## config.mk

```make
export PLATFORM = sky130hd
export DESIGN_NAME = rng_health_monitor
export DESIGN_NICKNAME = d
export VERILOG_FILES = /design/src/rtl/rng_health_monitor.sv
export SDC_FILE = /design/constraint.sdc
export NUM_CORES = 1
export LEC_CHECK = 0
export CORE_ASPECT_RATIO = 0.9
export CORE_UTILIZATION = 45
export CTS_CLUSTER_DIAMETER = 100
export DETAILED_ROUTE_END_ITERATION = 6
export GPL_ROUTABILITY_DRIVEN = 0
export PLACE_DENSITY = 0.74
export SYNTH_ARGS = -nofsm -noshare
export SYNTH_HDL_FRONTEND = slang
export SYNTH_SLANG_ARGS = --single-unit
```

## constraint.sdc

```tcl
create_clock -name i_clk -period 3.3 [get_ports i_clk]
set_input_delay 0.66 -clock i_clk [delete_from_list [all_inputs] [get_ports i_clk]]
set_output_delay 0.66 -clock i_clk [all_outputs]
set_load 0.05 [all_outputs]
```

## src/rtl/rng_health_monitor.sv

```systemverilog
// rng_health_monitor: RCT/APT health tests on a 2-bit symbol stream, packing healthy symbols into bytes.
// Define RNG_HEALTH_APT_EN to build the adaptive proportion test.
module rng_health_monitor #(
    parameter int REP_LIMIT = 8,
    parameter int WINDOW    = 64,
    parameter int APT_LIMIT = 40
) (
    input  logic       i_clk,
    input  logic       i_reset,
    input  logic       i_en,
    input  logic [1:0] i_r,
    input  logic       i_clr_fail,
    input  logic       i_ready,
    output logic [7:0] o_byte,
    output logic       o_valid,
    output logic       o_drop,
    output logic       o_rep_fail,
    output logic       o_apt_fail,
    output logic       o_health_ok
);
    localparam int            CW       = $clog2(WINDOW);
    localparam logic [7:0]    REP_MAX  = 8'(REP_LIMIT);
    localparam logic [CW-1:0] CNT_LAST = CW'(WINDOW - 1);

    logic          accept;
    logic          offer;
    logic [1:0]    prev_q, prev_d;
    logic          has_prev_q, has_prev_d;
    logic [7:0]    rep_cnt_q, rep_cnt_d;
    logic          rep_fail_q, rep_fail_d;
    logic          apt_fail_d;
    logic [CW-1:0] win_cnt_q, win_cnt_d;
    logic          warm_q, warm_d;
    logic [1:0]    slot_q, slot_d;
    logic [5:0]    sh_q, sh_d;
    logic [7:0]    byte_q, byte_d;
    logic          valid_q, valid_d;
    logic          drop_q, drop_d;
    logic          ok_q, ok_d;

    assign accept = i_en & ~i_clr_fail;

`ifdef RNG_HEALTH_APT_EN
    localparam logic [8:0] APT_MAX = 9'(APT_LIMIT);

    logic [1:0] ref_q, ref_d;
    logic [8:0] apt_cnt_q, apt_cnt_d;
    logic       apt_fail_q;

    always_comb begin
        ref_d      = ref_q;
        apt_cnt_d  = apt_cnt_q;
        apt_fail_d = apt_fail_q;
        if (i_clr_fail) begin
            ref_d      = 2'd0;
            apt_cnt_d  = 9'd0;
            apt_fail_d = 1'b0;
        end else if (i_en) begin
            if (win_cnt_q == '0) begin
                ref_d     = i_r;
                apt_cnt_d = 9'd1;
            end else if (i_r == ref_q && apt_cnt_q != APT_MAX) begin
                apt_cnt_d = apt_cnt_q + 9'd1;
                if (apt_cnt_d == APT_MAX) apt_fail_d = 1'b1;
            end
        end
    end

    always_ff @(posedge i_clk) begin
        if (i_reset) begin
            ref_q      <= 2'd0;
            apt_cnt_q  <= 9'd0;
            apt_fail_q <= 1'b0;
        end else begin
            ref_q      <= ref_d;
            apt_cnt_q  <= apt_cnt_d;
            apt_fail_q <= apt_fail_d;
        end
    end

    assign o_apt_fail = apt_fail_q;
`else
    assign apt_fail_d = 1'b0;
    assign o_apt_fail = 1'b0;
`endif

    always_comb begin
        prev_d     = prev_q;
        has_prev_d = has_prev_q;
        rep_cnt_d  = rep_cnt_q;
        rep_fail_d = rep_fail_q;
        win_cnt_d  = win_cnt_q;
        warm_d     = warm_q;
        slot_d     = slot_q;
        sh_d       = sh_q;
        if (i_clr_fail) begin
            has_prev_d = 1'b0;
            rep_cnt_d  = 8'd0;
            rep_fail_d = 1'b0;
            win_cnt_d  = '0;
            warm_d     = 1'b0;
            slot_d     = 2'd0;
        end else if (i_en) begin
            prev_d     = i_r;
            has_prev_d = 1'b1;
            if (!has_prev_q || i_r != prev_q) begin
                rep_cnt_d = 8'd1;
            end else if (rep_cnt_q != REP_MAX) begin
                rep_cnt_d = rep_cnt_q + 8'd1;
                if (rep_cnt_d == REP_MAX) rep_fail_d = 1'b1;
            end
            // WINDOW is a power of two, so the counter wraps on its own
            win_cnt_d = win_cnt_q + 1'b1;
            if (win_cnt_q == CNT_LAST) warm_d = 1'b1;
            slot_d = slot_q + 2'd1;
            case (slot_q)
                2'd0:    sh_d[1:0] = i_r;
                2'd1:    sh_d[3:2] = i_r;
                2'd2:    sh_d[5:4] = i_r;
                default: sh_d      = sh_q;
            endcase
        end
    end

    // Fail closed: a byte finished by the failing symbol is never offered
    assign offer = accept && slot_q == 2'd3 && warm_q && !rep_fail_d && !apt_fail_d;

    always_comb begin
        byte_d  = byte_q;
        valid_d = valid_q;
        drop_d  = 1'b0;
        if (offer && (!valid_q || i_ready)) begin
            byte_d  = {i_r, sh_q};
            valid_d = 1'b1;
        end else if (offer) begin
            drop_d = 1'b1;
        end else if (valid_q && i_ready) begin
            valid_d = 1'b0;
        end
    end

    assign ok_d = warm_d & ~rep_fail_d & ~apt_fail_d;

    always_ff @(posedge i_clk) begin
        if (i_reset) begin
            prev_q     <= 2'd0;
            has_prev_q <= 1'b0;
            rep_cnt_q  <= 8'd0;
            rep_fail_q <= 1'b0;
            win_cnt_q  <= '0;
            warm_q     <= 1'b0;
            slot_q     <= 2'd0;
            sh_q       <= 6'd0;
            byte_q     <= 8'd0;
            valid_q    <= 1'b0;
            drop_q     <= 1'b0;
            ok_q       <= 1'b0;
        end else begin
            prev_q     <= prev_d;
            has_prev_q <= has_prev_d;
            rep_cnt_q  <= rep_cnt_d;
            rep_fail_q <= rep_fail_d;
            win_cnt_q  <= win_cnt_d;
            warm_q     <= warm_d;
            slot_q     <= slot_d;
            sh_q       <= sh_d;
            byte_q     <= byte_d;
            valid_q    <= valid_d;
            drop_q     <= drop_d;
            ok_q       <= ok_d;
        end
    end

    assign o_byte      = byte_q;
    assign o_valid     = valid_q;
    assign o_drop      = drop_q;
    assign o_rep_fail  = rep_fail_q;
    assign o_health_ok = ok_q;

endmodule

```

==> results by group <==
Outcome
  • Status: complete, no violations

Place
  • Placed cell areas: 2020 um2
  • Setup slack at placement: 727 ps
  • IO buf count: 18
  • Dpl hpwl: 2350 um

Clock tree
  • # Post-CTS Setup Buffers: 0
  • Clk pin slew, worst setup/hold paths: 80 ps
  • Hold-fix buffers, CTS: 0
  • Clock latency on the worst-skew pair: 290 ps
  • PostCTS Resize Cnt: 0
  • Clock Root Buffer: clkbuf_8
  • TritonCTS clock tree: yes
  • H-tree depth: 2
  • CTS Buffer Depth: 2
  • Total clock sinks: 38
  • CTS buffer count: 5

Die
  • Boundary Pins: 20
  • Core area: 3810 um2
  • Initial Utilization: 47.9%
  • Die area: 4320 um2
  • FP Rows: 21
  • Die Y: 62.4 um
  • Overall die width: 69.2 um

Hold path
  • Worst Hold Class: register to register

STA
  • Fin crit share: 68.4%
  • Fmax achieved: 0.443 GHz
  • Fin. Hold Viols: 0
  • Rel. slew slack: 66.5%
  • Max Slew Vio Count: 0
  • Total negative slack: 0 ps
  • Final setup viols: 0
  • Fin crit period: 2260 ps
  • Setup Skew: 7.97 ps
  • Worst Slack Setup Final: 1040 ps
  • Pin slew with the least headroom to its limit: 501 ps
  • RSZ-0062 raised after global routing: no

Yosys
  • Post-synthesis sequential area ratio: 41.6%
  • Mapped Avg Cell Area: 9.00 um2
  • Synth unique cells: 43
  • EDFF count, synth: 0
  • Synth warn: 0
  • Mapped Area: 1830 um2
  • Syn_nets: 217
  • Asr flop ratio synth: 0%
  • Mapped Cells: 203
  • Synth Register Bits: 38
  • Most common flop cell mapped by yosys: dfxtp_1

Critical path
  • CP top delay family: buffers and inverters
  • Critical path class: primary input to register
  • CP Cell Sequence: clkdlybuf4s50_1 > xnor2_1 > and3_4 > o2111a_2 > nor4b_2 > buf_4 > mux2i_1
  • Maximum fanout along the worst path: 10
  • Setup crit start kind: primary input
  • Setup crit end kind: register
  • Buf/Inv on CP: 2
  • Worst path slowest cell: clkdlybuf4s50_1
  • Worst endpoint data arrival time: 2480 ps
  • Max incr delay on CP: 580 ps
  • CP required: 3530 ps

Power
  • Pwr Density: 405 nW/um2
  • Peak supply drop: 199 uV
  • Leak pwr: 0.727 nW

Global route
  • Largest net degree at the start of global routing: 29
  • First-pass GRT wire length: 5750 um
  • GRT Residual Overflow: 0
  • Antenna violations before repair: 0
  • Vias in the first global route: 1241
  • Total GRT Usage: 16.9%

Drt
  • Final wirelength: 3360 um
  • Starting DRC count in detailed routing: 113
  • Antenna-violating nets left: 0
  • Wire length per cell: 12.6 um
  • Vias: 1394
  • Pre-antenna DRT Iters: 4
  • Via density: 5.22
  • # DRC: 0

Final layout
  • P&R area growth vs syn: 15.7%
  • NumNets Final: 234
  • Antenna Cells: 0
  • Share of cells above drive strength 1: 11.8%
  • Post-route cell area: 2110 um2
  • Final core occ: 55.5%

Job
  • Max Cap Viol: 0
## cells in the mapped netlist, drive strengths merged, types with 4 or more instances
master | count | area [um2]
xnor2 | 4 | 35.0
a21oi | 10 | 50.1
ha | 7 | 87.6
nand2b | 5 | 31.3
mux2i | 13 | 130
clkbuf | 6 | 23.8
nor2 | 21 | 78.8
buf | 5 | 41.3
or2b | 12 | 98.9
a21boi | 5 | 41.3
nand3 | 11 | 55.1
nor3 | 6 | 30.0
dfxtp | 38 | 761
nand2 | 23 | 86.3
inv | 4 | 15.0
## worst register-to-register path, delay by kind of cell (launching register included)
kind / cells / cell delay (ps)
flip-flops: 1 / 430
AND/OR/NAND/NOR: 2 / 390
AO/OA/AOI/OAI: 2 / 340
adder cells (fa/ha/maj): 1 / 310
buffers and inverters: 1 / 230
multiplexers: 1 / 200
## through the flow
step	power, mW	hold slack, ps	std cells
floorplan	0.519	431	203
global placement	0.533	440	259
detailed placement	0.534	445	259
CTS	0.861	458	267
global route	0.894	477	267
finish	0.856	460	267
## flip-flops by register name, indices dropped and copies added (netlist names), 2 cells and up
register	flops
o_byte	8
rep_cnt_q	8
sh_q	6
win_cnt_q	6
prev_q	2
slot_q	2
## per-layer routing
metal / share of wire (%) / track usage (%) / vias up / routed length (um)
li1: - / - / 731 / -
met1: 50 / 23.4 / 629 / 1680
met2: 44 / 24.6 / 27 / 1470
met3: 3.8 / 4.03 / 7 / 127
met4: 2.1 / 8.42 / 0 / 72
met5: 0 / 0 / - / 0
## report_power, final
part | leakage, nW | switching [mW] | internal (mW)
logic | 0.372 | 0.0315 | 0.0232
registers | 0.307 | 0.00483 | 0.464
clock network | 0.0482 | 0.163 | 0.169
total | 0.727 | 0.200 | 0.656
## cell type report
class / instances / area (um2)
clock buffer: 7 / 86.3
fill: 344 / 1700
timing repair buffer: 21 / 203
tap: 46 / 57.6
multi-input combinational: 150 / 986
inverter: 4 / 15.0
clock inverter: 1 / 5.00
sequential: 38 / 761
## kinds of logic (layout without fill, tap and decap cells)
logic type | Yosys count | in the layout | synth area share [%]
xor gates and xnor gates | 7 | 7 | 3.36
DFF | 38 | 38 | 41.6
and+or+nand+nor | 93 | 93 | 27.3
other | 1 | 1 | 0.205
muxes | 13 | 13 | 7.12
adders and majority gates | 7 | 7 | 4.79
buffers and inverters | 15 | 33 | 4.38
AOI/OAI and AO/OA | 29 | 29 | 11.2
## cells in the final DEF (no fill, tap or decap), types with 2 or more instances in the layout
cell type | synthesis | final
a211oi_1 | 3 | 3
a21boi_0 | 3 | 3
a21oi_1 | 10 | 10
buf_4 | 2 | 3
clkbuf_8 | 0 | 6
clkdlybuf4s50_1 | 0 | 18
dfxtp_1 | 38 | 38
ha_1 | 7 | 7
inv_1 | 4 | 4
mux2i_1 | 13 | 13
nand2_1 | 23 | 23
nand2b_1 | 5 | 5
nand3_1 | 11 | 11
nand4_1 | 3 | 3
nor2_1 | 21 | 21
nor3_1 | 6 | 6
o21a_1 | 3 | 3
or2_2 | 2 | 2
or2b_1 | 5 | 5
or2b_2 | 7 | 7
or3_1 | 3 | 3
xnor2_1 | 4 | 4
xor2_1 | 3 | 3
## path summary, 6_finish.rpt
path	from	cells after the start	slack, ps	endpoint
worst min-delay path	sh_q[5]$_SDFFE_PP0P_	2	460	sh_q[5]$_SDFFE_PP0P_
worst max-delay path	i_r[0]	7	1040	o_byte[3]$_SDFFE_PP0P_
worst min register to register	sh_q[5]$_SDFFE_PP0P_	2	460	sh_q[5]$_SDFFE_PP0P_
worst max register to register	rep_cnt_q[1]$_SDFFE_PP0P_	7	1330	o_byte[3]$_SDFFE_PP0P_
No activity file was read; power rests on OpenSTA's default activity.
